**config.mk**
```make
export PLATFORM = sky130hd
export DESIGN_NAME = pwm_multi_ch
export DESIGN_NICKNAME = d
export VERILOG_FILES = /design/src/rtl/pwm_multi_ch_pkg.sv /design/src/rtl/pwm_multi_ch_debounce.sv /design/src/rtl/pwm_multi_ch.sv
export SDC_FILE = /design/constraint.sdc
export NUM_CORES = 1
export LEC_CHECK = 0
export ABC_CLOCK_PERIOD_IN_PS = 2300
export CAP_MARGIN = 20
export CELL_PAD_IN_SITES_DETAIL_PLACEMENT = 1
export CELL_PAD_IN_SITES_GLOBAL_PLACEMENT = 1
export CORE_ASPECT_RATIO = 0.8
export CORE_MARGIN = 4
export CORE_UTILIZATION = 34
export DETAILED_ROUTE_END_ITERATION = 6
export GPL_TIMING_DRIVEN = 0
export PLACE_DENSITY = 0.66
export SYNTH_ARGS = -nofsm -noshare
export SYNTH_HDL_FRONTEND = slang
export SYNTH_HIERARCHICAL = 1
export SYNTH_SLANG_ARGS = --single-unit
```
**constraint.sdc**
```tcl
create_clock -name clk -period 2.3 [get_ports clk]
set_input_delay 0.69 -clock clk [delete_from_list [all_inputs] [get_ports clk]]
set_output_delay 0.69 -clock clk [all_outputs]
set_load 0.05 [all_outputs]
```
**src/rtl/pwm_multi_ch_pkg.sv**
```systemverilog
// Shared types and helpers for the multi-channel PWM block (package pwm_pkg).
// Holds the counter direction type, the saturating duty update and the duty_out lane helper.
package pwm_pkg;

  typedef enum logic {
    DIR_UP   = 1'b0,
    DIR_DOWN = 1'b1
  } dir_e;

  // Saturating duty update: clamps at period on increment and at 0 on decrement.
  // Simultaneous inc and dec cancel out.
  function automatic int duty_step(input int cur, input logic inc, input logic dec,
                                   input int step, input int period);
    int res;
    res = cur;
    if (inc && !dec) begin
      res = (cur + step > period) ? period : cur + step;
    end else if (dec && !inc) begin
      res = (cur >= step) ? cur - step : 0;
    end
    return res;
  endfunction

  function automatic int lane_lsb(input int lane, input int width);
    return lane * width;
  endfunction

endpackage

```
**src/rtl/pwm_multi_ch_debounce.sv**
```systemverilog
// Button debouncer (module pwm_debounce): two slow-enable sampled FFs and
// a single-cycle rising-edge press pulse.
module pwm_debounce (
  input  logic clk,
  input  logic rst,
  input  logic slow_en,
  input  logic btn,
  output logic press
);

  logic q1;
  logic q2;

  always_ff @(posedge clk) begin
    if (rst) begin
      q1 <= 1'b0;
      q2 <= 1'b0;
    end else if (slow_en) begin
      q1 <= btn;
      q2 <= q1;
    end
  end

  assign press = q1 & ~q2 & slow_en;

endmodule

```
**src/rtl/pwm_multi_ch.sv**
```systemverilog
// Multi-channel PWM generator with per-channel debounced duty buttons and shadowed duty.
// Define PWM_CENTER_ALIGN_EN for center-aligned (up/down) counting; default is edge-aligned.
module pwm_multi_ch
  import pwm_pkg::*;
#(
  parameter int CHANNELS   = 2,
  parameter int CNT_W      = 4,
  parameter int PERIOD     = 10,
  parameter int STEP       = 1,
  parameter int DUTY_RESET = 5,
  parameter int DEB_DIV    = 2
) (
  input  logic                      clk,
  input  logic                      rst,
  input  logic                      en,
  input  logic [CHANNELS-1:0]       inc_btn,
  input  logic [CHANNELS-1:0]       dec_btn,
  output logic [CHANNELS-1:0]       pwm_out,
  output logic [CHANNELS*CNT_W-1:0] duty_out,
  output logic                      period_start
);

  localparam int DIV_W = (DEB_DIV > 1) ? $clog2(DEB_DIV) : 1;
  localparam logic [DIV_W-1:0] DIV_LAST = DIV_W'(DEB_DIV - 1);
  localparam logic [CNT_W-1:0] CNT_LAST = CNT_W'(PERIOD - 1);
  localparam logic [CNT_W-1:0] DUTY_INIT = CNT_W'(DUTY_RESET);

  logic [DIV_W-1:0]    div;
  logic                slow_en;
  logic [CNT_W-1:0]    cnt;
  logic [CNT_W-1:0]    cnt_nxt;
  logic                load;
  logic [CHANNELS-1:0] inc_press;
  logic [CHANNELS-1:0] dec_press;
  logic [CNT_W-1:0]    duty_target [CHANNELS];
  logic [CNT_W-1:0]    duty_active [CHANNELS];

  // Debounce sample divider, free-running regardless of en
  assign slow_en = (div == DIV_LAST);

  always_ff @(posedge clk) begin
    if (rst || slow_en) div <= '0;
    else                div <= div + DIV_W'(1);
  end

  for (genvar g = 0; g < CHANNELS; g++) begin : g_lane
    pwm_debounce u_deb_inc (
      .clk     (clk),
      .rst     (rst),
      .slow_en (slow_en),
      .btn     (inc_btn[g]),
      .press   (inc_press[g])
    );
    pwm_debounce u_deb_dec (
      .clk     (clk),
      .rst     (rst),
      .slow_en (slow_en),
      .btn     (dec_btn[g]),
      .press   (dec_press[g])
    );
    assign duty_out[lane_lsb(g, CNT_W) +: CNT_W] = duty_active[g];
  end

`ifdef PWM_CENTER_ALIGN_EN
  dir_e dir;
  dir_e dir_nxt;

  always_ff @(posedge clk) begin
    if (rst) dir <= DIR_UP;
    else     dir <= dir_nxt;
  end

  // Up/down count; the shadow load happens only when turning from DOWN to UP at 0
  always_comb begin
    dir_nxt = dir;
    cnt_nxt = cnt;
    load    = 1'b0;
    if (en) begin
      case (dir)
        DIR_UP: begin
          if (cnt == CNT_LAST) dir_nxt = DIR_DOWN;
          else                 cnt_nxt = cnt + CNT_W'(1);
        end
        DIR_DOWN: begin
          if (cnt == '0) begin
            dir_nxt = DIR_UP;
            load    = 1'b1;
          end else begin
            cnt_nxt = cnt - CNT_W'(1);
          end
        end
        default: dir_nxt = DIR_UP;
      endcase
    end
  end
`else
  always_comb begin
    cnt_nxt = cnt;
    load    = 1'b0;
    if (en) begin
      if (cnt == CNT_LAST) begin
        cnt_nxt = '0;
        load    = 1'b1;
      end else begin
        cnt_nxt = cnt + CNT_W'(1);
      end
    end
  end
`endif

  always_ff @(posedge clk) begin
    if (rst) begin
      cnt          <= '0;
      period_start <= 1'b0;
      pwm_out      <= '0;
      for (int i = 0; i < CHANNELS; i++) begin
        duty_target[i] <= DUTY_INIT;
        duty_active[i] <= DUTY_INIT;
      end
    end else begin
      cnt          <= cnt_nxt;
      period_start <= load;
      for (int i = 0; i < CHANNELS; i++) begin
        pwm_out[i]     <= en & (cnt < duty_active[i]);
        duty_target[i] <= CNT_W'(duty_step(int'(duty_target[i]), inc_press[i],
                                           dec_press[i], STEP, PERIOD));
        if (load) duty_active[i] <= duty_target[i];
      end
    end
  end

endmodule

```
Yosys cells after proc, flatten, opt, wreduce, memory -nomap -nowiden

Memories as Yosys holds them, arrays and structs flattened.
Index checks and enable logic that the tools add are counted.

$add $sub $neg: 6
Magnitude comparators: 6
Eq/ne operators: 1
Multiplexer cells: 23
Bitwise logic cells: 18
Reductions and logical operators: 9

Operators by type and width:

| operator              | count |
|---|---|
| $mux W4               | 15 |
| $add A4 B1 Y5 const B | 2 |
| $and A1 B1 Y1         | 10 |
| $gt A5 B4 Y1 const B  | 2 |
| $ge A4 B1 Y1 const B  | 2 |
| $lt A4 B4 Y1          | 2 |
| $mux W1               | 8 |
| $sub A4 B1 Y4 const B | 2 |
| $add A4 B1 Y4 const B | 1 |
| $eq A4 B4 Y1 const B  | 1 |
| $logic_and A1 B1 Y1   | 4 |
| $logic_not A1 Y1      | 4 |
| $not A1 Y1            | 4 |
| $or A1 B1 Y1          | 4 |
| $add A1 B1 Y1 const B | 1 |
| $logic_or A1 B1 Y1    | 1 |

Bits in registers: 16
RAM bits: 16
Input port bits: 7
Word-level logic and storage cells: 77
Memories kept: 2

Memories:

| memory      | depth | bits a word | rd ports | clocked after memory_dff | write ports | RTL line           | RTL |
|---|---|---|---|---|---|---|---|
| duty_active | 2     | 4           | 2        | 0                        | 2           | pwm_multi_ch.sv:36 | `logic [CNT_W-1:0] duty_active [CHANNELS];` |
| duty_target | 2     | 4           | 2        | 0                        | 2           | pwm_multi_ch.sv:35 | `logic [CNT_W-1:0] duty_target [CHANNELS];` |

Logic depth before layout (Yosys ltp)

Gate-level depths: netlist (run 1).

Word-level depth: 9
Mapped depth: 9

Cells and area by module

Netlist (run 1), hierarchy kept.

Modules (own cells, without submodules):

| module       | instances | cells an instance | area an instance (um^2) | seq. area each (um^2) |
|---|---|---|---|---|
| pwm_multi_ch | 1         | 168               | 1,526.5                 | 560.5 |
| pwm_debounce | 4         | 8                 | 76.3                    | 40.0 |

Worst setup path after synthesis (run 1)

Ideal clock, no wire load.

Path kind: input -> register
Start point: in en
End point: mem duty_active[0][0] (enable)
Arrival time: 1.579 ns
Data required time: 1.913 ns
Slack: 0.334 ns
Stages: 2
Path through: nand2_1 o31ai_1

RTL lines:

| element         | RTL line           | RTL |
|---|---|---|
| start, declared | pwm_multi_ch.sv:15 | `input logic en,` |
| end, declared   | pwm_multi_ch.sv:36 |  |

==> PnR_summary.wiki, run 1 <==
{| class="wikitable"
! Metric !! Value
|-
| Class of the most critical setup path || input port to flip-flop
|-
| Initial detailed-routing violation count || 71
|-
| WHS Path Cells || 2
|-
| RR Endpoint || duty_target[0][2]$_SDFFE_PP1P_
|-
| Leading cell type in the layout, fill and taps excluded || sky130_fd_sc_hd__dfxtp_1
|-
| Global-route usage over all layers || 0.131
|-
| Post-CTS Hold Buffers || 0
|-
| TritonCTS clock tree || done
|-
| Required time reported for the critical path endpoint || 2.30 ns
|-
| Relative slew slack || 0.580
|-
| Sequential area share after synthesis || 0.393
|-
| Synth async-reset ratio || 0
|-
| Cell types with the largest area share after synthesis || sky130_fd_sc_hd__dfxtp_1 26%, sky130_fd_sc_hd__edfxtp_1 13%, sky130_fd_sc_hd__ha_1 11%, sky130_fd_sc_hd__nor2_1 4.5%, sky130_fd_sc_hd__nand2b_1 4.4%
|-
| Effective utilization at floorplan || 0.358
|-
| Mean post-synth cell area || 9.16 sq um
|-
| Number of buffers added by the clock tree synthesis step || 5
|-
| Setup TNS || 0 ns
|-
| GRT Residual Overflow || 0
|-
| Via Count || 1469
|-
| Register clock-pin slew on the reported worst setup and hold paths || 0.07 ns
|-
| Final WL || 4.00 mm
|-
| Area enclosed by the die boundary || 0.00663 sq mm
|-
| Min-delay src || g_lane[1].u_deb_inc/q2$_SDFFE_PP0P_
|-
| Wire length of the first global-routing pass || 6.93 mm
|-
| Overall die width || 90.1 microns
|-
| Result of the run || finished, final reports clean
|-
| Area growth from synthesis to layout || 20.2%
|-
| Maximum VDD drop || 0.288 mV
|-
| Area share of the leading cell type in the synthesized netlist || 0.262
|-
| Path depth of the worst reg2reg path || 7
|-
| Ratio of cells with drive above 1 in the final layout || 0.102
|-
| Port Buf Inserts || 17
|-
| Ports placed on the boundary || 18
|-
| Cell Count Post-Placement || 280
|-
| Number of synthesized flops with an enable pin || 8
|-
| Yosys warns || 6
|-
| Post-placement setup slack || -0.464 ns
|-
| Post-layout power || 1.25 mW
|-
| Final Wtd Congestion || 0.762
|-
| Average wire per standard cell || 13.9 microns
|-
| Number of placement rows || 23
|-
| Count of unique library cells instantiated by Yosys || 42
|-
| Unrepaired setup endpoints after global routing || no
|-
| Utilization after layout || 0.430
|-
| HPWL after DPL || 3.02 mm
|-
| Combined area of all synthesized cells || 0.00183 sq mm
|-
| Number of slew-limit violations in the final report || 0
|-
| Clock root buffer master || sky130_fd_sc_hd__clkbuf_8
|-
| Data arrival time of the worst path || 2.14 ns
|-
| PostCTS Resize Cnt || 1
|-
| Maximum fanout encountered on the critical timing path || 6
|-
| Area leader, netlist || sky130_fd_sc_hd__dfxtp_1
|-
| # nets final || 248
|-
| Worst R2R Start || duty_target[0][0]$_SDFFE_PP1P_
|-
| Flops & latches, synth || 32
|-
| Number of iterations in the first detailed-routing pass || 4
|-
| Final critical-path setup slack || 0.160 ns
|-
| Transition time at the pin with the least slew margin || 0.630 ns
|-
| Largest buffer count on any clock path || 2
|-
| Primary FF master, synth || sky130_fd_sc_hd__dfxtp_1
|-
| Total leakage power || 0.872 nW
|-
| DRC viols || 0
|-
| WHS Endpoint || g_lane[1].u_deb_inc/q2$_SDFFE_PP0P_
|-
| Setup bufs post-CTS || 0
|-
| Synthesized instance count || 200
|-
| Worst clock skew || 0.00394 ns
|-
| Worst min-delay path class || flip-flop to flip-flop
|-
| Later-pin clock latency in the skew report || 0.28 ns
|-
| Post-route non-filler standard cell count || 288
|-
| Final worst path period share || 0.931
|-
| Capturing element type of the critical path || flip-flop
|-
| Total count of hold-check failures in the final report || 0
|-
| Max-Cap Viols || 0
|-
| Number of clock sinks || 32
|-
| Total number of H-tree levels || 2
|-
| Power per cell area || 568 mW/mm^2
|-
| Number of nets still failing antenna checks after routing || 0
|-
| Count of endpoints failing setup in the final report || 0
|-
| Largest net degree at the start of global routing || 14
|-
| Post-layout minimum cycle time || 2.14 ns
|-
| Die Y-Extent || 73.7 microns
|-
| Core box area || 0.00512 sq mm
|-
| Initial antenna violation count || 0
|-
| Leading cell types in the layout, fill and taps excluded || 23 x sky130_fd_sc_hd__dfxtp_1, 22 x sky130_fd_sc_hd__nor2_1, 17 x sky130_fd_sc_hd__inv_1
|-
| Synthesized Nets || 223
|-
| Vias in the first global route || 1425
|-
| DR vias/cell || 5.10
|-
| Fillers || 594
|-
| Setup crit start kind || input port
|-
| Antenna fix cells || 0
|-
| Highest clock rate || 467 MHz
|-
| R2R setup slack || 0.30 ns
|}
==> stage by stage <==
stage,instance area (sq um),hold WS [ns]
global placement,2080,0.473
CTS,2190,0.491
global route,2200,0.506
detailed placement,2080,0.482
floorplan,1830,0.455
finish,2200,0.491
==> power breakdown <==
part	switching [mW]	leakage [nW]	internal, mW
Sequential	0.0271	0.264	0.596
Clock	0.202	0.0515	0.273
Combinational	0.0861	0.556	0.0663
Total	0.315	0.872	0.935
==> worst max-delay path: stages <==
cell and delay (ns):
sky130_fd_sc_hd__clkdlybuf4s50_1 0.57, sky130_fd_sc_hd__nand2_1 0.25, sky130_fd_sc_hd__o31ai_4 0.40, sky130_fd_sc_hd__buf_2 0.23
==> synth_stat cells (2+ instances only) <==
master                     instances
sky130_fd_sc_hd__dfxtp_1          24
sky130_fd_sc_hd__nor2_1           22
sky130_fd_sc_hd__inv_1            17
sky130_fd_sc_hd__ha_1             16
sky130_fd_sc_hd__nand2b_1         13
sky130_fd_sc_hd__nand2_1          10
sky130_fd_sc_hd__a21oi_1           8
sky130_fd_sc_hd__edfxtp_1          8
sky130_fd_sc_hd__o21ai_0           8
sky130_fd_sc_hd__a21o_1            5
sky130_fd_sc_hd__a21oi_2           4
sky130_fd_sc_hd__and2_1            4
sky130_fd_sc_hd__clkbuf_1          4
sky130_fd_sc_hd__mux2i_1           4
sky130_fd_sc_hd__nor3_1            4
sky130_fd_sc_hd__a211oi_1          3
sky130_fd_sc_hd__a31oi_1           3
sky130_fd_sc_hd__nand3_1           3
sky130_fd_sc_hd__nor2b_1           3
sky130_fd_sc_hd__nor3b_1           3
sky130_fd_sc_hd__o211ai_1          3
sky130_fd_sc_hd__xor2_1            3
sky130_fd_sc_hd__a32o_1            2
sky130_fd_sc_hd__buf_1             2
sky130_fd_sc_hd__buf_2             2
sky130_fd_sc_hd__nand3b_1          2
sky130_fd_sc_hd__o21a_1            2
sky130_fd_sc_hd__o31ai_1           2
sky130_fd_sc_hd__o41ai_1           2
sky130_fd_sc_hd__or4b_4            2
==> kinds of logic after synthesis <==
family          count (synthesis)  synth area share
compound gates                 47             0.182
buf+inv                        26            0.0587
simple gates                   71             0.215
fa+ha+maj                      16             0.109
flops                          32             0.393
mux                             4            0.0219
xor+xnor                        4            0.0191
==> final cells by class <==
| cell class | count | area, sq um | share of cell area |
|---|---|---|---|
| clock buffer | 8 | 100 | 0.0455 |
| timing repair buffer | 18 | 178 | 0.0807 |
| multi-input combinational | 142 | 1020 | 0.462 |
| inverter | 17 | 63.8 | 0.0290 |
| sequential | 32 | 722 | 0.328 |
| buffer | 9 | 43.8 | 0.0199 |
| tap | 62 | 77.6 | 0.0352 |
==> per-layer routing <==
metal  wire, microns  track usage  vias up
met5               0            0        -
met4              48       0.0509        0
met3             172       0.0338        5
met2            1630        0.200       24
met1            2150        0.180      692
li1                -            -      748
==> worst max-delay path by stage <==
| stage | from | end | slack (ns) | cells after the start |
|---|---|---|---|---|
| after floorplan | en | duty_active[0][0]$_SDFFCE_PN1P_ | 0.33 | 2 |
| after global placement | en | duty_active[0][0]$_SDFFCE_PN1P_ | -0.60 | 3 |
| after detailed placement | en | duty_active[0][1]$_SDFFCE_PN0P_ | -0.46 | 4 |
| after CTS | rst | duty_active[0][2]$_SDFFCE_PN1P_ | 0.02 | 4 |
| after global routing | div$_SDFF_PP0_ | duty_target[0][0]$_SDFFE_PP1P_ | 0.06 | 8 |
| final | en | duty_active[0][2]$_SDFFCE_PN1P_ | 0.16 | 4 |
==> state kept, by name (all words and copies together) (netlist names) <==
register / flops
period_start: 1
duty_active: 8
g_lane.u_deb_inc/q2: 2
div: 1
duty_target: 8
g_lane.u_deb_dec/q2: 2
pwm_out: 2
cnt: 4
g_lane.u_deb_dec/q1: 2
g_lane.u_deb_inc/q1: 2
(Power assumes the default switching activity.)
==> run 2, diff against run 1 <==
--- a/config.mk
+++ b/config.mk
@@ -15,6 +15,7 @@
 export DETAILED_ROUTE_END_ITERATION = 6
 export GPL_TIMING_DRIVEN = 0
 export PLACE_DENSITY = 0.66
+export SLEW_MARGIN = 0
 export SYNTH_ARGS = -nofsm -noshare
 export SYNTH_HDL_FRONTEND = slang
 export SYNTH_HIERARCHICAL = 1
==> results of run 2 <==
The final DEF is identical to that of run 1; final timing and power are the same.
==> run 3, diff against run 2 <==
--- a/config.mk
+++ b/config.mk
@@ -15,6 +15,7 @@
 export DETAILED_ROUTE_END_ITERATION = 6
 export GPL_TIMING_DRIVEN = 0
 export PLACE_DENSITY = 0.66
+export SKIP_CTS_REPAIR_TIMING = 1
 export SLEW_MARGIN = 0
 export SYNTH_ARGS = -nofsm -noshare
 export SYNTH_HDL_FRONTEND = slang
==> PnR_summary.wiki, run 3 (synthesis results as in run 1) <==
{| class="wikitable"
! Metric !! Value
|-
| Area used by multi-input combinational logic || 0.00102 sq mm
|-
| Largest buffer count on any clock path || 2
|-
| Post-layout power || 1.25 mW
|-
| Via Count || 1466
|-
| Sequential cell area || 722 sq um
|-
| Final Wtd Congestion || 0.762
|-
| Global routing usage on met3 || 0.0338
|-
| Post-placement setup slack || -0.464 ns
|-
| Wire length of the first global-routing pass || 6.93 mm
|-
| Initial detailed-routing violation count || 73
|-
| Vias in the first global route || 1422
|-
| Largest net degree at the start of global routing || 14
|-
| Total number of H-tree levels || 2
|-
| Max-Cap Viols || 0
|-
| DRC viols || 0
|-
| Worst clock skew || 0.00394 ns
|-
| Later-pin clock latency in the skew report || 0.28 ns
|-
| Register clock-pin slew on the reported worst setup and hold paths || 0.07 ns
|-
| Final worst path period share || 0.931
|-
| Die Y-Extent || 73.7 microns
|-
| Data arrival time of the worst path || 2.14 ns
|-
| Effective utilization at floorplan || 0.358
|-
| Highest clock rate || 467 MHz
|-
| # nets final || 248
|-
| Number of nets still failing antenna checks after routing || 0
|-
| Ports placed on the boundary || 18
|-
| Average wire per standard cell || 13.9 microns
|-
| Met1 Resource Use GR || 0.180
|-
| Initial antenna violation count || 0
|-
| Port Buf Inserts || 17
|-
| Relative slew slack || 0.580
|-
| Cell type of the slowest stage on the worst timing path || sky130_fd_sc_hd__clkdlybuf4s50_1
|-
| Number of slew-limit violations in the final report || 0
|-
| Number of buffers added by the clock tree synthesis step || 5
|-
| Worst min-delay path class || flip-flop to flip-flop
|-
| Max stage delay on crit path || 0.57 ns
|-
| Final WL || 4.00 mm
|-
| Number of iterations in the first detailed-routing pass || 4
|-
| Required time reported for the critical path endpoint || 2.30 ns
|-
| Grt peak-use layer || met2
|-
| Leading cell type in the layout, fill and taps excluded || sky130_fd_sc_hd__dfxtp_1
|-
| Capturing element type of the critical path || flip-flop
|-
| Area enclosed by the die boundary || 0.00663 sq mm
|-
| Unrepaired setup endpoints after global routing || no
|-
| Total count of hold-check failures in the final report || 0
|-
| Overall die width || 90.1 microns
|-
| Core box area || 0.00512 sq mm
|-
| Final critical-path setup slack || 0.160 ns
|-
| Transition time at the pin with the least slew margin || 0.630 ns
|-
| Ratio of cells with drive above 1 in the final layout || 0.102
|-
| Met2 track demand over resource || 0.199
|-
| Post-layout minimum cycle time || 2.14 ns
|-
| Maximum fanout encountered on the critical timing path || 6
|-
| Global-route usage over all layers || 0.131
|-
| Class of the most critical setup path || input port to flip-flop
|-
| GRT Residual Overflow || 0
|-
| Power per cell area || 568 mW/mm^2
|-
| HPWL after DPL || 3.02 mm
|-
| Number of placement rows || 23
|-
| Area growth from synthesis to layout || 20.2%
|-
| Chain of cells forming the critical path || clkdlybuf4s50_1 > nand2_1 > o31ai_4 > buf_2
|-
| Largest registers || duty_active: 8 flops, duty_target: 8 flops, cnt: 4 flops
|-
| Result of the run || finished, final reports clean
|-
| Number of clock sinks || 32
|-
| Maximum VDD drop || 0.288 mV
|-
| Total leakage power || 0.872 nW
|-
| Antenna fix cells || 0
|-
| Count of endpoints failing setup in the final report || 0
|-
| Fillers || 594
|-
| Setup crit start kind || input port
|-
| DR vias/cell || 5.09
|-
| Clock root buffer master || sky130_fd_sc_hd__clkbuf_8
|-
| Leading cell types in the layout, fill and taps excluded || 23 x sky130_fd_sc_hd__dfxtp_1, 22 x sky130_fd_sc_hd__nor2_1, 17 x sky130_fd_sc_hd__inv_1
|-
| TritonCTS clock tree || done
|}
==> run 3: cell counts in the layout (fill, tap and decap cells not counted) <==
Identical to the previous run, type by type.
==> run 3: stage by stage <==
| step | cells | util | hold WS, ns | area, sq um | setup TNS (ns) |
|---|---|---|---|---|---|
| after floorplan | 200 | - | 0.455 | 1830 | 0 |
| after global placement | 279 | 0.406 | 0.473 | 2080 | -5.74 |
| after detailed placement | 280 | 0.407 | 0.482 | 2080 | -3.93 |
| after CTS | 288 | 0.426 | 0.491 | 2180 | -0.627 |
| after global routing | 288 | 0.430 | 0.506 | 2200 | 0 |
| final | 288 | 0.430 | 0.491 | 2200 | 0 |
==> run 3: layout make-up <==
cell class | count | share of cell area
Multi-Input combinational cell | 142 | 0.462
Sequential cell | 32 | 0.328
Timing Repair Buffer | 18 | 0.0807
Clock buffer | 8 | 0.0455
Tap cell | 62 | 0.0352
Inverter | 17 | 0.0290
Buffer | 9 | 0.0199
==> run 3: worst max-delay path, delay by kind of cell <==
| kind | cells | cell delay (ns) |
|---|---|---|
| simple gates | 1 | 0.25 |
| buf+inv | 2 | 0.80 |
| compound gates | 1 | 0.40 |
==> run 3: per-layer routing <==
| metal | up-vias | share of wire |
|---|---|---|
| met5 | - | 0 |
| met4 | 0 | 0.012 |
| met3 | 5 | 0.041 |
| met2 | 22 | 0.41 |
| met1 | 691 | 0.54 |
| li1 | 748 | - |
==> run 3: power by group <==
part           internal [mW]  switching [mW]
combinational         0.0663          0.0862
clock                  0.273           0.202
sequential             0.596          0.0271
total                  0.935           0.315
==> run 3: path summary, 6_finish.rpt <==
check | start | to | slack [ns] | depth (start not counted)
hold reg to reg | g_lane[1].u_deb_inc/q2$_SDFFE_PP0P_ | g_lane[1].u_deb_inc/q2$_SDFFE_PP0P_ | 0.49 | 2
hold / removal | g_lane[1].u_deb_inc/q2$_SDFFE_PP0P_ | g_lane[1].u_deb_inc/q2$_SDFFE_PP0P_ | 0.49 | 2
setup / recovery | en | duty_active[0][2]$_SDFFCE_PN1P_ | 0.16 | 4
setup reg to reg | duty_target[0][0]$_SDFFE_PP1P_ | duty_target[0][2]$_SDFFE_PP1P_ | 0.30 | 7
